### src/rtl/cache_fill_controller.sv
// rtl/cache_fill_controller.sv - direct-mapped write-through cache with integrated line-fill FSM
`timescale 1ns/1ps
module cache_fill_controller #(
   parameter int ADDR_W     = 16,
   parameter int DATA_W     = 16,
   parameter int LINE_WORDS = 8,
   parameter int NUM_SETS   = 8
) (
   input  logic              clk,
   input  logic              rst_n,
   input  logic              cpu_req,
   input  logic              cpu_write,
   input  logic [ADDR_W-1:0] cpu_addr,
   input  logic [DATA_W-1:0] cpu_wdata,
   output logic [DATA_W-1:0] cpu_rdata,
   output logic              cpu_ready,
   output logic              mem_req,
   output logic              mem_write,
   output logic [ADDR_W-1:0] mem_addr,
   output logic [DATA_W-1:0] mem_wdata,
   input  logic              mem_ready,
   input  logic [DATA_W-1:0] mem_rdata,
   input  logic              mem_rvalid
);
   localparam int OFF_W = $clog2(LINE_WORDS);
   localparam int IDX_W = $clog2(NUM_SETS);
   localparam int TAG_W = ADDR_W - OFF_W - IDX_W;
   localparam logic [OFF_W-1:0] LAST_WORD = OFF_W'(LINE_WORDS - 1);

   localparam logic [0:0] S_IDLE = 1'b0;
   localparam logic [0:0] S_FILL = 1'b1;

   logic [DATA_W-1:0] data_mem [0:NUM_SETS*LINE_WORDS-1];
   logic [TAG_W-1:0]  tag_mem  [0:NUM_SETS-1];
   logic [NUM_SETS-1:0] valid;

   logic [0:0]       state;
   logic [OFF_W-1:0] issue_cnt;
   logic [OFF_W-1:0] recv_cnt;
   logic             issue_done;
   logic [TAG_W-1:0] fill_tag;
   logic [IDX_W-1:0] fill_idx;

   logic [OFF_W-1:0] cpu_off;
   logic [IDX_W-1:0] cpu_idx;
   logic [TAG_W-1:0] cpu_tag;
   logic             hit;
   logic             read_miss;
   logic             write_done;
   logic             fill_accept;
   logic             fill_rvalid;

   assign cpu_off = cpu_addr[OFF_W-1:0];
   assign cpu_idx = cpu_addr[OFF_W +: IDX_W];
   assign cpu_tag = cpu_addr[ADDR_W-1 -: TAG_W];

   assign hit         = cpu_req & valid[cpu_idx] & (tag_mem[cpu_idx] == cpu_tag);
   assign read_miss   = (state == S_IDLE) & cpu_req & ~cpu_write & ~hit;
   assign write_done  = (state == S_IDLE) & cpu_req & cpu_write & mem_ready;
   assign fill_accept = (state == S_FILL) & ~issue_done & mem_ready;
   assign fill_rvalid = (state == S_FILL) & mem_rvalid;

   // Outputs are gated by rst_n so they fall to zero the moment reset asserts.
   always_comb begin
      cpu_ready = 1'b0;
      cpu_rdata = '0;
      mem_req   = 1'b0;
      mem_write = 1'b0;
      mem_addr  = '0;
      mem_wdata = '0;
      if (rst_n) begin
         if (state == S_IDLE) begin
            if (cpu_req && cpu_write) begin
               mem_req   = 1'b1;
               mem_write = 1'b1;
               mem_addr  = cpu_addr;
               mem_wdata = cpu_wdata;
               cpu_ready = mem_ready;
            end else if (hit) begin
               cpu_ready = 1'b1;
               cpu_rdata = data_mem[{cpu_idx, cpu_off}];
            end
         end else begin
            mem_req  = ~issue_done;
            mem_addr = {fill_tag, fill_idx, issue_cnt};
         end
      end
   end

   always_ff @(posedge clk or negedge rst_n) begin
      if (!rst_n) begin
         state      <= S_IDLE;
         valid      <= '0;
         issue_cnt  <= '0;
         recv_cnt   <= '0;
         issue_done <= 1'b0;
         fill_tag   <= '0;
         fill_idx   <= '0;
      end else begin
         case (state)
            S_IDLE: begin
               // Invalidate up front so a fill cut short by reset can never hit.
               if (read_miss) begin
                  valid[cpu_idx] <= 1'b0;
                  fill_tag       <= cpu_tag;
                  fill_idx       <= cpu_idx;
                  issue_cnt      <= '0;
                  recv_cnt       <= '0;
                  issue_done     <= 1'b0;
                  state          <= S_FILL;
               end
            end
            S_FILL: begin
               if (fill_accept) begin
                  issue_cnt <= issue_cnt + OFF_W'(1);
                  if (issue_cnt == LAST_WORD) issue_done <= 1'b1;
               end
               if (mem_rvalid) begin
                  recv_cnt <= recv_cnt + OFF_W'(1);
                  if (recv_cnt == LAST_WORD) begin
                     valid[fill_idx] <= 1'b1;
                     issue_done      <= 1'b0;
                     state           <= S_IDLE;
                  end
               end
            end
            default: state <= S_IDLE;
         endcase
      end
   end

   always_ff @(posedge clk) begin
      if (write_done && hit) data_mem[{cpu_idx, cpu_off}] <= cpu_wdata;
      if (fill_rvalid) begin
         data_mem[{fill_idx, recv_cnt}] <= mem_rdata;
         if (recv_cnt == LAST_WORD) tag_mem[fill_idx] <= fill_tag;
      end
   end
endmodule

### config.mk
export PLATFORM = sky130hd
export DESIGN_NAME = cache_fill_controller
export DESIGN_NICKNAME = d
export VERILOG_FILES = /design/src/rtl/cache_fill_controller.sv
export SDC_FILE = /design/constraint.sdc
export NUM_CORES = 1
export LEC_CHECK = 0
export BUFFER_PORTS_ARGS = -buffer_cell sky130_fd_sc_hd__buf_4
export CAP_MARGIN = 20
export CORE_MARGIN = 2
export CORE_UTILIZATION = 30
export DETAILED_ROUTE_END_ITERATION = 12
export HOLD_SLACK_MARGIN = 0.05
export SLEW_MARGIN = 20
export SYNTH_ARGS = -nofsm -noshare
export SYNTH_HDL_FRONTEND = slang
export SYNTH_SLANG_ARGS = --single-unit
### constraint.sdc
create_clock -name clk -period 7.4 [get_ports clk]
set_input_delay 0.37 -clock clk [delete_from_list [all_inputs] [get_ports clk]]
set_output_delay 0.37 -clock clk [all_outputs]
set_load 0.005 [all_outputs]
## Yosys cells after proc, flatten, opt, wreduce, memory -nomap -nowiden

Memories as Yosys holds them, arrays and structs flattened.
Cells that the tools add are included.

| word-level totals | value |
|---|---|
| flip-flop bits (word level) | 29 |
| bits in writable memories | 1104 |
| output and inout port bits | 51 |
| memories | 2 |

Memories:

| memory | words | bits a word | read ports | clocked after Yosys merged registers in | wr ports | RTL line | text |
|---|---|---|---|---|---|---|---|
| data_mem | 64 | 16 | 1 | 0 | 1 | 33 | `logic [DATA_W-1:0] data_mem [0:NUM_SETS*LINE_WORDS-1];` |
| tag_mem | 8 | 10 | 1 | 0 | 1 | 34 | `logic [TAG_W-1:0] tag_mem [0:NUM_SETS-1];` |

| operators by class | value |
|---|---|
| add/subtract/negate cells | 2 |
| order comparisons | 4 |
| equality and inequality tests | 7 |
| muxes and demuxes | 54 |
| bitwise logic cells | 17 |
| reductions and logical operators | 9 |

Operators by type and width:

| operator | number |
|---|---|
| $mux W16 | 11 |
| $mux W1 | 28 |
| $mux W8 | 3 |
| $pmux W8 S2 | 1 |
| $reduce_or A16 Y1 | 1 |
| $pmux W3 S2 | 2 |
| $and A1 B1 Y1 | 10 |
| $eq A10 B10 Y1 | 1 |
| $mux W3 | 3 |
| $and A8 B8 Y8 | 1 |
| $lt A3 B4 Y1 const B | 2 |
| $not A8 Y8 | 1 |
| $or A8 B8 Y8 | 1 |
| $add A3 B1 Y3 const B | 2 |
| $demux W1 S3 | 2 |
| $eq A3 B3 Y1 const B | 2 |
| $ge A3 B1 Y1 const B | 2 |
| $mux W6 | 1 |
| $reduce_and A2 Y1 | 3 |
| $logic_and A1 B1 Y1 | 4 |
| $ne A2 B1 Y1 const B | 2 |
| $ne A2 B2 Y1 const B | 2 |
| $not A1 Y1 | 4 |
| $pmux W1 S2 | 2 |
| other kinds (2) | 2 |

## Depth between registers and ports, before layout

Gate-level depths: netlist (run 1).

| logic depth | value |
|---|---|
| word-level depth | 8 |
| mapped depth | 13 |
| mapped depth without buffers | 7 |

## Least setup slack after synthesis (run 1)

Ideal clock, no wire load.

| path | value |
|---|---|
| path type | input to register |
| start | in cpu_addr[5] |
| end | mem data_mem[11][0], enable pin |
| setup time | 409 ps |
| arrival | 3551 ps |
| required time | 6991 ps |
| slack | 3440 ps |
| stages | 10 |
| buffers on the path | 3 |
| path through | buf_2 -> buf_1 -> mux4_2 -> mux2i_1 -> xor2_1 -> nand2_1 -> nor4_4 -> a31oi_2 -> buf_2 -> nor3_1 |

| between the ends | value |
|---|---|
| cells in the longest elaborated chain, start to end | 8 |

Ends and longest elaborated chain:

| element | RTL line | text |
|---|---|---|
| start: declaration | 13 | `input logic [ADDR_W-1:0] cpu_addr,` |
| parallel branches: the longest is 8 deep, another holds $mem_v2 Z8 W10 | n/a |  |
| end: declaration | 33 |  |

Several ways; the timed one is not identified. The select of a mux whose other input is x is not followed.

## Worst setup path after layout (run 1)

| path | value |
|---|---|
| start | mem tag_mem[1][1] (netlist name) |
| end | out cpu_rdata[5] |

| between the ends | value |
|---|---|
| cells in the longest elaborated chain, start to end | 7 |

Ends and longest elaborated chain:

| element | RTL line | text |
|---|---|---|
| start: declaration | 34 |  |
| $mem_v2 Z8 W10 | n/a |  |
| $eq A10 B10 Y1 | 57 | `assign hit = cpu_req & valid[cpu_idx] & (tag_mem[cpu_idx] == cpu_tag);` |
| $and A1 B1 Y1 | 57 |  |
| $mux W16 | 79 | `end else if (hit) begin` |
| $mux W16 | 73 | `if (cpu_req && cpu_write) begin` |
| $mux W16 | 72 | `if (state == S_IDLE) begin` |
| $mux W16 | 71 | `if (rst_n) begin` |
| end: declaration | 15 | `output logic [DATA_W-1:0] cpu_rdata,` |

No other way between the ends.

==> results of run 1 <==
-- path summary, 6_finish.rpt --
| path | startpoint | end | slack [ns] | cells past startpoint |
|---|---|---|---|---|
| max | tag_mem[1][1] | cpu_rdata[5] | 2.88 | 8 |
| min | rst_n | fill_tag[1] | 0.13 | 2 |
| max reg2reg | tag_mem[1][1] | data_mem[33][12] | 3.53 | 9 |
| min reg2reg | valid[2] | valid[2] | 0.54 | 2 |
| max in group asynchronous | rst_n | recv_cnt[2] | 6.94 | 2 |
| min in group clk | cpu_addr[3] | valid[3] | 0.13 | 2 |
-- layout by cell type (no fill, tap or decap), types with 8 or more instances in the layout --
cell              n
a21oi_1           9
a22o_1           17
a22oi_1          20
and2_1           20
buf_4           183
bufinv_16        11
clkbuf_1         13
clkbuf_16       113
clkinv_1         26
clkinv_2         22
clkinv_4          8
dfrtp_1          29
dlygate4sd3_1    13
edfxtp_1       1104
inv_6             8
mux2_2           17
mux2i_1          60
mux4_2          321
nand2_1          78
nand2_2          10
nor2_1           16
nor2b_1          14
nor3_2           61
-- per-stage QoR --
stage                       util  cells  total power [W]
after floorplan                -   1997         0.008652
after global placement    0.3271   4004         0.009407
after detailed placement  0.3275   4004         0.009485
after CTS                 0.3532   4225          0.01512
after global routing      0.3534   4226          0.01547
final                     0.3534   4226          0.01502
-- sequential cells by signal, summed over array words and instances, names as in the netlist --
signal	count
data_mem	1024
fill_tag	10
issue_cnt	3
fill_idx	3
state	1
issue_done	1
valid	8
tag_mem	80
recv_cnt	3
-- power breakdown --
| group | leakage (nW) | switching (W) | internal, W |
|---|---|---|---|
| Combinational | 4.35 | 0.00111 | 0.000469 |
| Sequential | 10.3 | 0.000180 | 0.00758 |
| Clock | 1.79 | 0.00248 | 0.00320 |
-- repair_timing --
| item | CTS | global route |
|---|---|---|
| resized for setup | 0 | 0 |
| endpoints found under the hold margin | 41 | 0 |
| setup endpoints to repair | 0 | 0 |
| hold buffers | 13 | 0 |
-- worst max-delay path, delay by kind of cell (launching register included) --
kind / cells / cell delay [ns]
xor+xnor: 1 / 0.19
flops: 1 / 0.39
simple gates: 4 / 1.87
buf+inv: 1 / 0.19
mux: 2 / 0.78
-- layout make-up --
| cell class | instances | area [µm²] |
|---|---|---|
| Clock buffer | 126 | 2877 |
| Tap cell | 1930 | 2415 |
| Multi-Input combinational cell | 746 | 10450 |
| Inverter | 5 | 18.77 |
| Sequential cell | 1133 | 33880 |
| Fill cell | 13340 | 95250 |
| Clock inverter | 82 | 772.0 |
| Timing Repair Buffer | 204 | 1653 |
-- routing by layer --
| metal | vias up | GRT usage | part of all wire |
|---|---|---|---|
| li1 | 8881 | - | - |
| met1 | 11570 | 0.2027 | 0.41 |
| met2 | 961 | 0.2307 | 0.47 |
| met3 | 162 | 0.03416 | 0.090 |
| met4 | 4 | 0.04089 | 0.025 |
| met5 | - | 0 | 0.00030 |
-- logic make-up (layout without fill, tap and decap cells) --
kind of cell / count (synthesis) / count (layout) / share of synthesized area
simple gates: 251 / 251 / 0.02752
xor+xnor: 6 / 6 / 0.001183
compound gates: 87 / 87 / 0.01490
fa+ha+maj: 4 / 4 / 0.001127
flops: 1133 / 1133 / 0.7627
buf+inv: 118 / 417 / 0.01200
mux: 398 / 398 / 0.1806
==> reports/metrics.csv, run 1 <==
stage;metric;value;unit
logic_synthesis;Main synth FF type;edfxtp_1;
final_layout;diode count;0;
logic_synthesis;asr flop ratio synth;0.02560;
global_route;Global Route Usage Sum;0.1462;
cts;clock-pin slew on the worst setup and hold paths;0.07;ns
drt;vias post-DR;21580;
logic_synthesis;mapped cell area;44420;µm²
sta;Final period util;0.6108;
cts;Root Buffer;clkbuf_16;
placement;GPL Wtd Cong;0.8321;
logic_synthesis;Synth area leaders;edfxtp_1 (75%), mux4_2 (16%), dfrtp_1 (1.6%), mux2i_1 (1.4%), nand2_1 (0.79%);
cts;Clock Latency Late Sink;0.74;ns
worst_setup_path;Crit Path Class;reg -> out;
worst_setup_path;Slowest cell on crit path;nand3_2;
global_route;grt total ovfl;0;
cts;post-CTS setup buffer count;0;
sta;min Tclk post-route;4.520;ns
logic_synthesis;post-synthesis sequential area ratio;0.7627;
logic_synthesis;top-area cell type share of the netlist area;0.7463;
worst_setup_path;Critical Path AT;4.15;ns
placement;Cell Area, Placed;48250;µm²
global_route;initial antenna violation count;6;
cts;CTS tree;built;
placement;DP HPWL;67490;µm
placement;pre-CTS setup slack;2.787;ns
power_and_ir_drop;Pwr Density;288.5;nW/µm²
sta;setup violators final;0;
sta;Worst slew margin;0.2556;
sta;RSZ-0062 raised after global routing;no;
sta;worst-margin pin slew;1.114;ns
sta;fmax;0.2213;GHz
run_status;status;finished clean;
sta;Final WS setup;2.880;ns
drt;drt pass-1 iters;5;
global_route;first-pass GRT wire length;160600;µm
cts;clock sink count;1133;
power_and_ir_drop;Worst VDD drop;222.6;µV
final_layout;Finished Cell Area;52060;µm²
worst_setup_path;Worst EP required;7.03;ns
sta;Final Hold Vio Count;0;
worst_setup_path;cell breakdown of the critical path;mux4_2, mux2i_1, xor2_1, nand2_1, nor4_4, nand3_2, nor4_1, buf_4;
logic_synthesis;post-synth top area cell;edfxtp_1;
logic_synthesis;Synth cell types;53;
die;initial core utilization;0.3015;
drt;Vias/cell;5.106;
drt;ANT nets after route;0;
final_layout;nets;2260;
final_layout;layout cell share with drive strength beyond 1;0.3449;
cts;total CTS buffers;112;
global_route;vias in the first global route;21960;
logic_synthesis;Mapped Nets;2055;
die;full die area;151200;µm²
drt;DRC;0;
logic_synthesis;count leader, synth;edfxtp_1;
cts;Longest Clk Path Bufs;3;
logic_synthesis;number of flops mapped to enable cells by yosys;1104;
die;Die W;388.8;µm
global_route;largest net degree at the start of global routing;123;
sta;clock skew;0.03498;ns
sta;Slew Viols, Final;0;
drt;total routed wirelength;111600;µm
job;Max-Cap Viols;0;
drt;average wire per standard cell;26.41;µm
power_and_ir_drop;Leak Pwr;16.47;nW
logic_synthesis;Post-synth top cells;edfxtp_1 (1,104), mux4_2 (321), nand2_1 (94), nor3_1 (68), mux2i_1 (60);
worst_setup_path;CP Capture Type;output port;
die;IO Count;105;
die;Core Area;147300;µm²
die;row count;141;
worst_setup_path;critical path fanouts, max;17;
drt;DR iter-0 viols;1996;
worst_setup_path;Startpoint Class;flop;
hold_path;type of the tightest min-delay check;in -> async;
worst_setup_path;max incr delay on CP;0.67;ns
sta;Setup TNS;0;ns
logic_synthesis;flops & latches, synth;1133;
final_layout;synth-to-layout area growth;17.20;%
sta;Worst Hold Slack;0.1294;ns
logic_synthesis;Syn Inst Count;1997;
placement;port bufs;104;
die;Die Span Y;388.8;µm
cts;htree depth;3;
logic_synthesis;syn avg cell area;22.24;µm²
logic_synthesis;warnings from Yosys;0;
Power figures use the tool's default switching activity.
==> run 2, diff against run 1 <==
ABC_AREA = 1   (was default)
clock period = 4.2 ns   (was 7.4 ns; I/O delays follow)
==> run 2 against run 1 <==
Against the previous run:
- synthesized cell count grew 89%
- largest cell class unchanged
- highest routed layer is now met4
- die area increased by 4.1%
- area after synthesis rose by 4.1%
- final area grew 3.8%
- register-to-register slack worse by 2.8 ns
- global-route usage is 2.7 points higher
- flip-flop and latch count unchanged
- via count rose by 46%
- clock power increased by 67%
- largest power group unchanged
- cell count is 43% higher
==> reports/metrics.csv, run 2 <==
stage;metric;value;unit;change
logic_synthesis;post-synth top area cell;edfxtp_1;;
drt;total routed wirelength;140500;µm;+26%
worst_setup_path;FF-to-FF Start;state;;
worst_setup_path;Worst Setup SP;state;;
cts;clock-pin slew on the worst setup and hold paths;0.06;ns;about the same
cts;total CTS buffers;111;;-0.89%
sta;worst-margin pin slew;1.067;ns;-0.04711 ns
drt;DR iter-0 viols;4268;;+110%
power_and_ir_drop;clock share of power;0.352;;-0.026
worst_setup_path;Setup crit end;cpu_rdata[9];;
logic_synthesis;warnings from Yosys;0;;unchanged
logic_synthesis;Synth cell types;42;;-21%
worst_setup_path;Critical Path AT;3.77;ns;-0.38 ns
worst_setup_path;worst reg2reg path endpoint;data_mem[8][5];;
sta;RSZ-0062 raised after global routing;no;;
power_and_ir_drop;Leak Pwr;18.93;nW;+15%
logic_synthesis;Synth area leaders;edfxtp_1 (72%), nand2_1 (8.6%), a21oi_1 (4.8%), nand3_1 (2.6%), a22oi_1 (1.7%);;
logic_synthesis;syn avg cell area;12.23;µm²;-45%
logic_synthesis;asr flop ratio synth;0.02560;;unchanged
cts;htree depth;3;;unchanged
hold_path;type of the tightest min-delay check;in -> reg;;
die;full die area;157300;µm²;+4.1%
power_and_ir_drop;Pint;0.01964;W;+75%
drt;drt pass-1 iters;5;;unchanged
final_layout;nets;3993;;+77%
final_layout;Largest Register;data_mem;;
placement;DP HPWL;83890;µm;+24%
logic_synthesis;flops & latches, synth;1133;;unchanged
logic_synthesis;post-synthesis sequential area ratio;0.7327;;-0.03001
power_and_ir_drop;Sw Share;0.2739;;+0.02303
sta;min Tclk post-route;3.982;ns;
global_route;grt total ovfl;0;;unchanged
global_route;vias in the first global route;30270;;+38%
sta;clock skew;0.02116;ns;-0.01381 ns
worst_setup_path;Worst EP required;3.99;ns;-3.04 ns
sta;Final period util;0.9482;;
run_status;status;finished clean;;
power_and_ir_drop;Comb power frac;0.138;;+0.033
sta;Worst slew margin;0.2859;;+0.03024
global_route;initial antenna violation count;3;;-3
global_route;Global Route Usage Sum;0.1733;;+0.02704
logic_synthesis;top-area cell type share of the netlist area;0.7170;;-0.02937
worst_setup_path;reg2reg setup slack;0.70;ns;-2.83 ns
global_route;first-pass GRT wire length;204500;µm;+27%
drt;Vias/cell;5.203;;+1.9%
die;Die Span Y;396.6;µm;+2.0%
sta;setup violators final;0;;unchanged
final_layout;max FFs per register;1024;;unchanged
final_layout;Core Util, Final;0.3518;;-0.001543
worst_setup_path;Crit Path Class;reg -> out;;
power_and_ir_drop;Worst VDD drop;348.7;µV;+57%
sta;Setup TNS;0;ns;unchanged
worst_setup_path;Startpoint Class;flop;;
power_and_ir_drop;NetSw;0.007408;W;+97%
final_layout;Post-Layout Cell Count;6064;;+43%
final_layout;commonest non-fill, non-tap cell in the layout;edfxtp_1;;
cts;Clock Latency Late Sink;0.70;ns;-0.04 ns
logic_synthesis;Syn Inst Count;3782;;+89%
cts;Longest Clk Path Bufs;3;;unchanged
final_layout;commonest cells after routing, fill and taps aside;edfxtp_1 (1,104), nand2_1 (1,054), a21oi_1 (442), nand3_1 (244), buf_4 (230);;
logic_synthesis;Main synth FF type;edfxtp_1;;
job;Max-Cap Viols;0;;unchanged
power_and_ir_drop;Pwr Density;500.7;nW/µm²;+74%
cts;Root Buffer;clkbuf_16;;
drt;ANT nets after route;0;;unchanged
final_layout;Top Registers;data_mem x1024, tag_mem x80, fill_tag x10;;
cts;clock sink count;1133;;unchanged
worst_setup_path;critical path fanouts, max;15;;-2
power_and_ir_drop;sequential share of power;0.510;;-0.007
logic_synthesis;number of flops mapped to enable cells by yosys;1104;;unchanged
placement;GPL Wtd Cong;0.8830;;+6.1%
sta;Final Hold Vio Count;0;;unchanged
logic_synthesis;Post-synth top cells;edfxtp_1 (1,104), nand2_1 (1,054), a21oi_1 (442), nand3_1 (244), clkbuf_1 (191);;
drt;vias post-DR;31550;;+46%
die;row count;144;;+2.1%
die;Die W;396.6;µm;+2.0%
logic_synthesis;mapped cell area;46240;µm²;+4.1%
final_layout;synth-to-layout area growth;16.81;%;
drt;average wire per standard cell;23.17;µm;-12%
final_layout;layout cell share with drive strength beyond 1;0.1145;;-0.2305
die;IO Count;105;;unchanged
drt;DRC;0;;unchanged
placement;port bufs;104;;unchanged
sta;fmax;0.2511;GHz;
worst_setup_path;R2R cell count;8;;-1
die;initial core utilization;0.3012;;-0.0003219
worst_setup_path;CP Capture Type;output port;;
placement;pre-CTS setup slack;0.6843;ns;-2.102 ns
die;Core Area;153500;µm²;+4.2%
logic_synthesis;count leader, synth;edfxtp_1;;
global_route;largest net degree at the start of global routing;115;;-6.5%
logic_synthesis;Mapped Nets;3840;;+87%
sta;Slew Viols, Final;0;;unchanged
final_layout;Fillers;14910;;+12%
cts;CTS tree;built;;
placement;Inst Count DP;5848;;+46%
sta;Final WS setup;0.2176;ns;-2.663 ns
## run 2: changes by cell type after synthesis, sizes merged, moves of 119 or more
| cell | change |
|---|---|
| nor2 | +142 |
| a21oi | +432 |
| inv | +119 |
| nand2 | +972 |
| nand3 | +239 |
| mux4 | -321 |
| clkbuf | +148 |
## run 2: timing repair
action,in CTS,in global routing
hold buffers,18,0
setup buffers,0,0
gates resized for setup,0,0
hold endpoints to repair,53,0
## run 2: worst min-delay path by stage
stage | startpoint | endpoint | cells after the start
floorplan | rst_n | fill_idx[0] | 0
global placement | rst_n | fill_tag[0] | 2
detailed placement | rst_n | fill_tag[0] | 2
CTS | cpu_addr[4] | fill_idx[1] | 3
global route | cpu_addr[4] | fill_idx[1] | 3
finish | cpu_addr[4] | fill_idx[1] | 3
## run 2: logic make-up after synthesis
family          synth area share
simple gates              0.1321
xor+xnor               0.0001895
fa+ha+maj               0.001082
buf+inv                  0.03136
flops                     0.7327
compound gates            0.1026
## run 2: power by group through the flow
stage / logic (W) / clock network [W] / registers [W]
global placement: 0.00365 / 0 / 0.0140
global route: 0.00396 / 0.0100 / 0.0138
detailed placement: 0.00367 / 0 / 0.0140
floorplan: 0.00174 / 0 / 0.0140
CTS: 0.00371 / 0.00960 / 0.0138
finish: 0.00374 / 0.00951 / 0.0138
## run 2: layout make-up
cell class / count / area (µm²) / share of cell area
clock buffer: 134 / 2885 / 0.05342
inverter: 123 / 484.2 / 0.008965
antenna: 1 / 2.502 / 0.00004633
timing repair buffer: 282 / 2569 / 0.04756
clock inverter: 63 / 529.3 / 0.009799
multi-input combinational: 2284 / 11110 / 0.2056
sequential: 1133 / 33880 / 0.6272
tap: 2044 / 2557 / 0.04735
## run 2: stage by stage
step | cell area [µm²] | hold WS [ns] | total power [W]
2_1_floorplan | 46240 | -0.08559 | 0.01576
3_3_place_gp | 50410 | 0.3518 | 0.01767
3_5_place_dp | 50410 | 0.3503 | 0.01770
4_1_cts | 54010 | 0.05247 | 0.02710
5_1_grt | 54010 | 0.1120 | 0.02781
6_report | 54010 | 0.07934 | 0.02704
## run 2: critical path, stage by stage (launching register included)
cell     delay, ns
dfrtp_1       0.58
inv_1         0.29
nand2_1       0.10
nor2_2        0.57
buf_4         0.34
o21ai_0       0.20
nor2_1        0.39
nand3_1       0.12
nor2_1        0.30
buf_4         0.18
## run 2: routing by layer
layer	vias up	part of all wire	GRT usage	wire, µm
met4	0	0.032	0.06043	4470
li1	14000	-	-	-
met5	-	0	0	0
met3	236	0.082	0.02501	11560
met2	1546	0.48	0.2858	67810
met1	15770	0.40	0.2331	56680
